===== src/rtl/piso_pkg.sv =====
// Shared definitions for the piso_tx serial transmitter.
//   state_t      : transmitter FSM states
//   SO_IDLE      : level of the serial line when no frame is in progress
//   frame_clks() : clocks from the falling edge of the start bit to the end of
//                  the stop bit, for a given word width, bit period and parity
package piso_pkg;

  typedef enum logic [2:0] {
    IDLE,
    START,
    DATA,
    PARITY,
    STOP
  } state_t;

  localparam logic SO_IDLE = 1'b1;

  function automatic int frame_clks(input int width, input int clks_per_bit,
                                    input int parity_en);
    return (2 + width + parity_en) * clks_per_bit;
  endfunction

endpackage


===== src/rtl/piso_tx_if.sv =====
// Handshake and serial-output bundle of the piso_tx transmitter.
//   pi       : parallel word offered to the transmitter
//   pi_valid : pi holds a word to send
//   pi_ready : transmitter accepts a word this cycle
//   so       : serial line, idles high
//   busy     : a frame is in progress
//   done     : one-cycle pulse after the stop bit ends
// master = word source, slave = transmitter.
interface piso_tx_if #(
  parameter int WIDTH = 4
);

  logic [WIDTH-1:0] pi;
  logic             pi_valid;
  logic             pi_ready;
  logic             so;
  logic             busy;
  logic             done;

  modport master (
    output pi, pi_valid,
    input  pi_ready, so, busy, done
  );

  modport slave (
    input  pi, pi_valid,
    output pi_ready, so, busy, done
  );

endinterface


===== src/rtl/piso_tx_bit_timer.sv =====
// Bit-period timer for piso_tx.
//   clk      : clock
//   rst      : asynchronous active-low reset
//   start    : reload the counter (a new frame is being accepted)
//   en       : a frame is in progress; the counter runs
//   bit_tick : high in the last clock of every bit period
// Counts CLKS_PER_BIT-1 down to 0 and reloads, so every bit, including the
// first after start, lasts exactly CLKS_PER_BIT clocks.
module piso_tx_bit_timer #(
  parameter int CLKS_PER_BIT = 4
) (
  input  logic clk,
  input  logic rst,
  input  logic start,
  input  logic en,
  output logic bit_tick
);

  // CLKS_PER_BIT = 1 still needs a one-bit counter that simply stays at 0.
  localparam int CNT_W = (CLKS_PER_BIT > 1) ? $clog2(CLKS_PER_BIT) : 1;
  localparam logic [CNT_W-1:0] RELOAD = CNT_W'(CLKS_PER_BIT - 1);

  logic [CNT_W-1:0] cnt;

  assign bit_tick = en && (cnt == '0);

  // NOTE: sequential state is assigned with <= so every flop samples the
  // pre-edge values, independent of the order of the always blocks.
  always_ff @(posedge clk or negedge rst) begin
    if (!rst) begin
      cnt <= '0;
    end else if (start || bit_tick) begin
      cnt <= RELOAD;
    end else if (en) begin
      cnt <= cnt - 1'b1;
    end
  end

endmodule


===== src/rtl/piso_tx.sv =====
// Parallel-in / serial-out transmitter.
//   clk : clock
//   rst : asynchronous active-low reset; aborts any frame in progress
//   bus : piso_tx_if slave port (pi, pi_valid in; pi_ready, so, busy, done out)
// A word accepted on pi_valid & pi_ready is sent as: start bit (0), data LSB
// first, optional even-parity bit, stop bit (1). Each bit lasts CLKS_PER_BIT
// clocks. All outputs are flops loaded from the next-state decode, so they
// change on the same edge as the FSM state.
module piso_tx
  import piso_pkg::*;
#(
  parameter int WIDTH        = 4,
  parameter int CLKS_PER_BIT = 4,
  parameter int PARITY_EN    = 1
) (
  input  logic           clk,
  input  logic           rst,
  piso_tx_if.slave       bus
);

  localparam int BIT_W = $clog2(WIDTH + 1);
  localparam logic [BIT_W-1:0] LAST_BIT = BIT_W'(WIDTH - 1);

  state_t           state;
  state_t           nxt_state;
  logic [WIDTH-1:0] shift_q;
  logic [WIDTH-1:0] shift_nxt;
  logic [BIT_W-1:0] bit_cnt;
  logic [BIT_W-1:0] bit_cnt_nxt;
  logic             parity_q;
  logic             so_nxt;
  logic             accept;
  logic             bit_tick;

  // pi_ready is itself a flop that is only high in IDLE, so a word is
  // accepted only after the transmitter has advertised it can take one.
  assign accept = (state == IDLE) && bus.pi_ready && bus.pi_valid;

  piso_tx_bit_timer #(
    .CLKS_PER_BIT (CLKS_PER_BIT)
  ) u_bit_timer (
    .clk      (clk),
    .rst      (rst),
    .start    (accept),
    .en       (state != IDLE),
    .bit_tick (bit_tick)
  );

  always_ff @(posedge clk or negedge rst) begin
    if (!rst) begin
      state <= IDLE;
    end else begin
      state <= nxt_state;
    end
  end

  // NOTE: every signal driven here gets a default first, so no path through
  // the case leaves one unassigned and no latch is inferred.
  always_comb begin
    nxt_state   = state;
    shift_nxt   = shift_q;
    bit_cnt_nxt = bit_cnt;

    case (state)
      IDLE: begin
        if (accept) begin
          nxt_state   = START;
          shift_nxt   = bus.pi;
          bit_cnt_nxt = '0;
        end
      end
      START: begin
        if (bit_tick) nxt_state = DATA;
      end
      DATA: begin
        if (bit_tick) begin
          shift_nxt = shift_q >> 1;
          if (bit_cnt == LAST_BIT) begin
            bit_cnt_nxt = '0;
            nxt_state   = (PARITY_EN != 0) ? PARITY : STOP;
          end else begin
            bit_cnt_nxt = bit_cnt + 1'b1;
          end
        end
      end
      PARITY: begin
        if (bit_tick) nxt_state = STOP;
      end
      STOP: begin
        if (bit_tick) nxt_state = IDLE;
      end
      default: nxt_state = IDLE;
    endcase

    // Line level for the state being entered; shift_nxt[0] is the data bit
    // that will be on the line after this edge.
    case (nxt_state)
      START:   so_nxt = 1'b0;
      DATA:    so_nxt = shift_nxt[0];
      PARITY:  so_nxt = parity_q;
      default: so_nxt = SO_IDLE;
    endcase
  end

  // NOTE: the shift register is a plain datapath register, not a memory
  // array, so it is cleared by reset along with the rest of the state.
  always_ff @(posedge clk or negedge rst) begin
    if (!rst) begin
      shift_q      <= '0;
      bit_cnt      <= '0;
      parity_q     <= 1'b0;
      bus.so       <= SO_IDLE;
      bus.pi_ready <= 1'b0;
      bus.busy     <= 1'b0;
      bus.done     <= 1'b0;
    end else begin
      shift_q      <= shift_nxt;
      bit_cnt      <= bit_cnt_nxt;
      if (accept) parity_q <= ^bus.pi;
      bus.so       <= so_nxt;
      bus.pi_ready <= (nxt_state == IDLE);
      bus.busy     <= (nxt_state != IDLE);
      bus.done     <= (state == STOP) && (nxt_state == IDLE);
    end
  end

endmodule


===== src/flat_wrapper.sv =====
// flat-port wrapper written by rule: the top's interface ports become plain ports
module piso_tx_flat import piso_pkg::*;
#(
  parameter int WIDTH        = 4,
  parameter int CLKS_PER_BIT = 4,
  parameter int PARITY_EN    = 1
)
  (clk, rst, bus_pi, bus_pi_valid, bus_pi_ready, bus_so, bus_busy, bus_done);
  piso_tx_if #(.WIDTH(WIDTH)) bus_i ();
  input  logic clk;
  input  logic rst;
  input wire logic [$bits(bus_i.pi)-1:0] bus_pi;
  input wire logic [$bits(bus_i.pi_valid)-1:0] bus_pi_valid;
  output wire logic [$bits(bus_i.pi_ready)-1:0] bus_pi_ready;
  output wire logic [$bits(bus_i.so)-1:0] bus_so;
  output wire logic [$bits(bus_i.busy)-1:0] bus_busy;
  output wire logic [$bits(bus_i.done)-1:0] bus_done;
  assign bus_i.pi = bus_pi;
  assign bus_i.pi_valid = bus_pi_valid;
  assign bus_pi_ready = bus_i.pi_ready;
  assign bus_so = bus_i.so;
  assign bus_busy = bus_i.busy;
  assign bus_done = bus_i.done;
  piso_tx #(.WIDTH(WIDTH), .CLKS_PER_BIT(CLKS_PER_BIT), .PARITY_EN(PARITY_EN)) u_core (.clk(clk), .rst(rst), .bus(bus_i));
endmodule

===== config.mk =====
export PLATFORM = sky130hd
export DESIGN_NAME = piso_tx_flat
export DESIGN_NICKNAME = d
export VERILOG_FILES = /design/src/rtl/piso_pkg.sv /design/src/rtl/piso_tx_if.sv /design/src/rtl/piso_tx_bit_timer.sv /design/src/rtl/piso_tx.sv /design/src/flat_wrapper.sv
export SDC_FILE = /design/constraint.sdc
export NUM_CORES = 1
export LEC_CHECK = 0
export ABC_AREA = 1
export CORE_MARGIN = 8
export CORE_UTILIZATION = 25
export CTS_BUF_LIST = sky130_fd_sc_hd__clkbuf_8
export DETAILED_ROUTE_END_ITERATION = 10
export GPL_TIMING_DRIVEN = 0
export PLACE_DENSITY = 0.47
export SYNTH_ARGS = -nofsm -noshare
export SYNTH_HDL_FRONTEND = slang
export SYNTH_HIERARCHICAL = 1
export SYNTH_SLANG_ARGS = --single-unit

===== constraint.sdc =====
create_clock -name clk -period 1.4 [get_ports clk]
set_input_delay 0.42 -clock clk [delete_from_list [all_inputs] [get_ports clk]]
set_output_delay 0.42 -clock clk [all_outputs]
set_load 0.01 [all_outputs]

Word level (Yosys, flattened, before mapping)
Index checks and enable logic that the tools add are counted.
{"block": "word_totals", "inputBits": 7, "output_inout_bits": 4, "register_bits": 17, "elab_cells": 53}
{"block": "op_classes", "reduce_logical": 14, "n_eq_ne": 10, "add_sub_neg": 2, "mux": 17}
{"op": "2-to-1 mux 3 bit", "count": 9}
{"op": "== test 3 x 2 -> 1 bit (second input constant)", "count": 5}
{"op": "one-hot mux 3 bit (5 select lines)", "count": 1}
{"op": "2-to-1 mux 4 bit", "count": 2}
{"op": "one-hot mux 4 bit (2 select lines)", "count": 1}
{"op": "== test 3 x 1 -> 1 bit (second input constant)", "count": 2}
{"op": "logical NOT 3 bit", "count": 2}
{"op": "one-hot mux 3 bit (2 select lines)", "count": 1}
{"op": "nonzero test 3 bit", "count": 2}
{"op": "logical AND 1 bit", "count": 4}
{"op": "2-to-1 mux 2 bit", "count": 2}
{"op": "!= test 2 bit (second input constant)", "count": 2}
{"op": "nonzero test 2 bit", "count": 2}
{"op": "XOR reduction 4 bit", "count": 1}
{"op": "adder 3 x 1 -> 3 bit (second input constant)", "count": 1}
{"op": "== test 3 bit (second input constant)", "count": 1}
{"op": "one-hot mux 1 bit (3 select lines)", "count": 1}
{"op": "AND reduction 3 bit", "count": 1}
{"op": "logical NOT 2 bit", "count": 1}
{"op": "subtractor 2 x 1 -> 2 bit (second input constant)", "count": 1}
{"op": "logical OR 1 bit", "count": 1}

Longest topological paths before layout
Gate-level depths: netlist (run 1).
{"block": "depth", "word_depth": 7, "depth_mapped": 14, "ltp_nobuf": 14}

Modules after synthesis
The synthesis (run 1) kept the hierarchy.
{"mod": "piso_tx", "n_inst": 1, "cells_each": 89, "area_each_um2": 760.7, "seq_area_each_um2": 376.6}
{"mod": "piso_tx_bit_timer", "n_inst": 1, "cells_each": 16, "area_each_um2": 113.9, "seq_area_each_um2": 50.0}

Worst setup path after synthesis (run 1)
OpenSTA, ideal clock, no wires.
{"block": "synth_path", "path_type": "reg-to-reg", "start": "reg u_core.state[0]", "end": "reg u_core.bus.busy", "setup_slack_ns": -0.066, "stages_incl_launch_ff": 14, "required_time_ns": 1.282, "t_arrival_ns": 1.347, "period_less_slack_ns": 1.466, "cell_sequence": "dfrtp_1 -> inv_1 -> nand2_2 -> nor2_2 -> inv_2 -> nand2_1 -> inv_1 -> nand2_1 -> o21ai_1 -> inv_1 -> nand2_2 -> nand3_2 -> nor2_1 -> inv_1"}
{"block": "synth_between", "elab_cells_between_ends": 17}
{"item": "from (decl)", "line_no": "piso_tx.sv:24", "text": "state_t state;"}
{"item": "from (signal assigned)", "line_no": "piso_tx.sv:53", "text": "state <= nxt_state;"}
{"item": "nonzero test 3 bit (*)", "line_no": "piso_tx.sv:45", "text": ".en (state != IDLE),"}
{"item": "logical AND 1 bit (*)", "line_no": "piso_tx_bit_timer.sv:25", "text": "assign bit_tick = en && (cnt == '0);"}
{"item": "net u_core.bit_tick", "line_no": "piso_tx.sv:33", "text": "logic bit_tick;"}
{"item": "2-to-1 mux 3 bit, on equally long branches"}
{"item": "one-hot mux 3 bit (5 select lines) (*)", "line_no": "piso_tx.sv:64", "text": "case (state)"}
{"item": "nonzero test 3 bit (*)", "line_no": "piso_tx.sv:122", "text": "bus.busy <= (nxt_state != IDLE);"}
{"item": "to (signal assigned)", "line_no": "piso_tx.sv:122"}
{"item": "to (decl)", "line_no": "piso_tx_if.sv:27", "text": "output pi_ready, so, busy, done"}
Mark *: on every way through the listed nets, which the timed path passes. The rest lies on a longest branch.
A chain may end at the register's enable or synchronous reset.

Worst setup path in the final report (run 1)
{"block": "layout_path", "start": "reg u_core.state[2]", "end": "reg u_core.bit_cnt[0]"}
{"block": "layout_between", "elab_cells_between_ends": 11}
{"item": "nonzero test 3 bit", "line_no": "piso_tx.sv:45"}
{"item": "logical AND 1 bit", "line_no": "piso_tx_bit_timer.sv:25"}
{"item": "net u_core.bit_tick", "line_no": "piso_tx.sv:33"}
{"item": "!= test 2 bit (no source line)"}
{"item": "AND reduction 3 bit (no source line)"}
{"item": "to (signal assigned)", "line_no": "piso_tx.sv:118", "text": "bit_cnt <= bit_cnt_nxt;"}
{"item": "to (decl)", "line_no": "piso_tx.sv:28", "text": "logic [BIT_W-1:0] bit_cnt;"}
The timed path passes the listed nets, and every way through them passes these cells.

==> results of run 1 <==
## synth_stat cells (all sizes together)
cell    number
a21boi       1
a21oi        4
dfrtp       16
dfstp        1
ha           2
inv         19
nand2       31
nand3       11
nor2        11
o211ai       1
o21ai        4
o221ai       1
xnor2        3
## metrics by stage
| stage | util, % | total power [mW] |
|---|---|---|
| floorplan | - | 1.63 |
| global placement | 30.9 | 1.91 |
| detailed placement | 30.9 | 1.94 |
| CTS | 35.2 | 2.57 |
| global route | 38.1 | 3.07 |
| finish | 38.1 | 2.82 |
## tightest hold or removal path: stages, from the launching register on
cell and delay (ns):
dfrtp_1 0.35, nand3_1 0.08, nand2_1 0.06
## worst paths after layout
path                                   startpoint                 to  slack [ns]
worst min register to register  u_core/bit_cnt[1]  u_core/bit_cnt[1]        0.52
worst max register to register    u_core/state[2]  u_core/bit_cnt[0]       -0.02
worst min-delay path            u_core/bit_cnt[1]  u_core/bit_cnt[1]        0.52
worst max-delay path              u_core/state[2]  u_core/bit_cnt[0]       -0.02
min in group asynchronous                     rst  u_core/bit_cnt[1]        0.61
max in group asynchronous                     rst  u_core/shift_q[2]        0.31
## flip-flops by register name (all words and copies together) (netlist names)
register and flops:
u_core/bus.pi_ready 1, u_core/state 3, u_core/bus.busy 1, u_core/shift_q 4, u_core/bus.done 1, u_core/u_bit_timer/cnt 2, u_core/bit_cnt 3, u_core/bus.so 1
u_core/parity_q 1
## what timing repair did
item	in CTS	in global routing
setup endpoints to repair	14	13
resized for setup	20	20
pin swaps	6	13
setup buffers	8	5
hold endpoints to repair	0	0
## final cells by class
| cell class | instances | share of cell area, % |
|---|---|---|
| multi-input cells | 69 | 36.8 |
| flip-flops and latches | 17 | 33.6 |
| repair buffers | 23 | 15.5 |
| inverters | 19 | 6.00 |
| well taps | 46 | 4.53 |
| clock buffers | 3 | 3.25 |
| clock inverters | 1 | 0.394 |
## metal layers
| metal | track usage, % | up-vias | share of wire (%) |
|---|---|---|---|
| li1 | - | 381 | - |
| met1 | 8.31 | 384 | 41 |
| met2 | 13.8 | 6 | 55 |
| met4 | 1.92 | 0 | 0.88 |
| met3 | 2.80 | 3 | 2.8 |
| met5 | 0 | - | 0 |
## power breakdown
part           leakage (nW)  total (mW)  switching, mW  internal, mW
registers             0.211       0.845          0.127         0.718
logic                 0.393        1.61          0.886         0.723
clock network        0.0255       0.363          0.165         0.198
## kinds of logic after synthesis
family,Yosys count,synth area share (%)
AO/OA/AOI/OAI,11,7.72
XOR/XNOR,3,3.00
adder cells (fa/ha/maj),2,2.86
buffers and inverters,19,8.15
flip-flops,17,48.8
AND/OR/NAND/NOR,53,29.5
==> metrics.cfg, run 1 <==
[outcome]
outcome = finished with violations
violations = negative setup slack

[timing]
setup_viol = 4
tightest_slew_ns = 0.760
worst_slack_ns = -0.0226
drv_slew = 0
clock.fmax_ghz = 0.703
finClkSkew_ns = 0.00470
period_share_pct = 102
relSlewSlack_pct = 49.1
finalHoldViolations = 0
fin_crit_ns = 1.42
rsz0062_at_grt = yes
holdWs_ns = 0.519
tns_ns = -0.0665

[power]
power_density_nw_per_um2 = 2220
leakagePower_nw = 0.629
ir_drop_v = 0.00100

[placement]
dp_hpwl_microns = 1400
dpl_cell_area_sq_um = 1030
port_buffers = 10
pre_cts_ws_ns = -0.258
dpl.cell_count = 161
routabilityCongestion = 0.760

[logic_synthesis]
mappedNetlistNets = 114
syn_area_sq_um = 875
yosys.cell_types.count = 21
syn_inst = 105
ys_ff_latch = 17
yosys_warnings = 6
synth-seq-area-share_pct = 48.8
synth_top_cell_by_area = dfrtp_1
synth_area_leaders = dfrtp_1 46%, nand2_1 11%, inv_1 7.3%, nand3_1 5.2%, nand2_2 4.3%
postSynthAreaPerCell_sq_um = 8.33
synth_top_area_share_pct = 45.8

[worst_setup_path]
crit_arrival_ns = 1.57
crit_buf_inv = 4
reg2reg_depth = 11
critical_path.max_fanout = 6
worstPathRequired_ns = 1.54
cp_slowest_cell = dfrtp_1
worstSetupPathType = register to register
max_stage_delay_ns = 0.39
cp-end-kind = register
crit_family = simple AND/OR/NAND/NOR gates
path_cells = inv_2 > nand2_4 > nor2_4 > inv_2 > nand2_2 > inv_4 > buf_4 > nand2_2 > nand2_4 > nor2_1 > a21oi_1
critPathLaunchType = register
path_depth = 11

[finish]
fill_cells = 364
final_cell_mix = 21 x nand2_1, 16 x dfrtp_1, 11 x buf_4
area_growth_pct = 45.4
nets = 142
multi_input_area_sq_um = 468
layout_commonest_cell = nand2_1
n_antenna_cell = 0
post-route-cell-area_sq_um = 1270
fin_cells = 178
regArea_sq_um = 427
drive_gt1_share_pct = 40.2

[flow_run]
max_cap_violations = 0

[floorplanning]
start_util_pct = 26.2
die_y_microns = 75.1
rows = 21
ioPinCount = 11
fp.coreArea_sq_um = 3340
die_w_microns = 75.1
die_area_sq_um = 5650

[routing]
drt_iter0_markers = 13
dr.pass1.iters = 4
wl_per_cell_microns = 10.9
antenna_left = 0
drt_wl_total_microns = 1940
vias_per_cell = 4.35
drc = 0
dr_total_vias = 774

[global_routing]
globalRouteOverflowTotal = 0
antenna_found_initial = 0
grt_use_total_pct = 7.70
grt_pass1_wl_microns = 3310
first_global_vias = 778
grt_max_degree = 18

[min_path]
hp-class = register to register
holdPathStages = 2

[clock_network]
cts_tree = built
root_buffer = clkbuf_8
htree_levels = 1
clk_latency_ns = 0.25
hold_buffers = 0
path_clk_slew_ns = 0.07
clk_path_buf_depth = 2
cts_buffers = 3
cts.sinks = 17

Power figures use the tool's default switching activity.
==> run 2, diff against run 1 <==
- CORE_MARGIN: 8 -> 2
==> run 2 against run 1 <==
The run still ends with negative setup slack left. Fmax shrank 1.8%. Cell area decreased by 1.7%. Combinational power is 8% lower. Worst setup slack worse by 0.026 ns. Critical path depth unchanged. Flip-flop and latch count is the same. Routed wire length is 0.83% lower. Die area shrank 29%. Register-to-register slack worse by 0.03 ns. Via count decreased by 6.1%. Critical path type unchanged.
==> metrics.cfg, run 2 (same netlist as run 1, synthesis figures left out) <==
[global_routing]
globalRouteOverflowTotal = 0
antenna_found_initial = 0
grt_pass1_wl_microns = 3270
first_global_vias = 755
grt_use_total_pct = 10.7
grt_max_degree = 18

[power]
internal_power_mw = 1.56
combinationalPowerShare_pct = 55.1
sw_frac_of_total_pct = 42.0
power_mw = 2.70
p_switching_mw = 1.13
seq_power_share_pct = 31.3
leakagePower_nw = 0.638
power_density_nw_per_um2 = 2160
ir_drop_v = 0.000933
clockPowerShare_pct = 13.7

[routing]
dr_total_vias = 727
dr.pass1.iters = 4
drt_wl_total_microns = 1920
wl_per_cell_microns = 10.8
antenna_left = 0
vias_per_cell = 4.08
drc = 0
drt_iter0_markers = 6

[clock_network]
hold_buffers = 0
root_buffer = clkbuf_8
cts_buffers = 3
cts.sinks = 17
cts_tree = built
path_clk_slew_ns = 0.07
clk_path_buf_depth = 2
clk_latency_ns = 0.25
htree_levels = 1

[floorplanning]
start_util_pct = 26.2
fp.coreArea_sq_um = 3340
die_area_sq_um = 3990
die_w_microns = 63.1
ioPinCount = 11
die_y_microns = 63.1
rows = 21

[timing]
finClkSkew_ns = 0.00229
relSlewSlack_pct = 47.7
finalHoldViolations = 0
setup_viol = 1
period_share_pct = 104
tightest_slew_ns = 0.782
clock.fmax_ghz = 0.690
rsz0062_at_grt = yes
tns_ns = -0.0490
drv_slew = 0
worst_slack_ns = -0.0490
fin_crit_ns = 1.45

[outcome]
outcome = finished with violations
violations = negative setup slack

[finish]
drive_gt1_share_pct = 39.4
multi_input_area_sq_um = 454
layout_commonest_cell = nand2_1
largest_reg_flops = 4
post-route-cell-area_sq_um = 1250
postLayoutCoreUtil_pct = 37.5
top_register = u_core/shift_q
area_growth_pct = 42.9
top_regs = u_core/shift_q x4, u_core/bit_cnt x3, u_core/state x3
fill_cells = 353
n_antenna_cell = 0
final_cell_mix = 23 x nand2_1, 16 x dfrtp_1, 13 x buf_4
nets = 142
fin_cells = 178
regArea_sq_um = 427

[placement]
dp_hpwl_microns = 1310
port_buffers = 10
dpl.cell_count = 161
dpl_cell_area_sq_um = 1030
routabilityCongestion = 0.731

[worst_setup_path]
worstSetupPathType = register to register
critPathLaunchType = register
crit_arrival_ns = 1.60
cp-end-kind = register
critical_path.max_fanout = 5
max_stage_delay_ns = 0.39
cp_slowest_cell = dfrtp_1
worstPathRequired_ns = 1.55
path_cells = inv_2 > ha_4 > nand2_4 > inv_6 > nand2_4 > o21ai_2 > inv_2 > nand2_2 > nand3_2 > nor2_2 > inv_1

[min_path]
hp-class = register to register

[flow_run]
max_cap_violations = 0

run 2: metrics by stage:
stage | worst slack [ns] | hold WS (ns)
floorplan | -0.0309 | 0.124
global placement | -0.257 | 0.491
detailed placement | -0.228 | 0.492
CTS | -0.0426 | 0.515
global route | -0.152 | 0.548
finish | -0.0490 | 0.516
run 2: cell type report:
class / count / area share [%]
flip-flops and latches: 17 / 34.1
multi-input cells: 69 / 36.3
well taps: 46 / 4.60
clock buffers: 3 / 3.30
repair buffers: 23 / 15.1
inverters: 19 / 6.11
clock inverters: 1 / 0.400
run 2: critical path: cells and delay by family (launching register included):
family / cells / cell delay, ns
AOI/OAI and AO/OA: 1 / 0.15
buffers and inverters: 4 / 0.25
and+or+nand+nor: 5 / 0.41
DFF: 1 / 0.39
adders and majority gates: 1 / 0.15
run 2: power by group through the flow:
| stage | clock network [mW] | logic (mW) | registers [mW] |
|---|---|---|---|
| after floorplan | 0 | 0.778 | 0.850 |
| after detailed placement | 0 | 1.08 | 0.849 |
| final | 0.369 | 1.48 | 0.843 |
| after global routing | 0.409 | 1.66 | 0.871 |
| after CTS | 0.385 | 1.29 | 0.833 |
| after global placement | 0 | 1.06 | 0.844 |
run 2: worst paths after layout:
kind	startpoint	endpoint	slack, ns	depth (start not counted)
max reg2reg	u_core/u_bit_timer/cnt[0]	u_core/bus.busy	-0.05	11
min in group asynchronous	rst	u_core/bus.done	0.62	1
min	u_core/parity_q	u_core/parity_q	0.52	2
max in group asynchronous	rst	u_core/bus.pi_ready	0.29	1
min reg2reg	u_core/parity_q	u_core/parity_q	0.52	2
max	u_core/u_bit_timer/cnt[0]	u_core/bus.busy	-0.05	11
run 2: routing by layer:
metal	up-vias	part of all wire [%]	track usage, %
li1	379	-	-
met1	341	44	12.7
met2	3	53	18.5
met3	4	1.7	2.14
met4	0	1.9	5.00
met5	-	0	0
run 2: what timing repair did:
action,CTS,global route
resized for setup,20,16
endpoints found under the setup margin,15,13
hold endpoints to repair,0,0
setup buffers,8,5
gates cloned,0,0
pin swaps,5,9
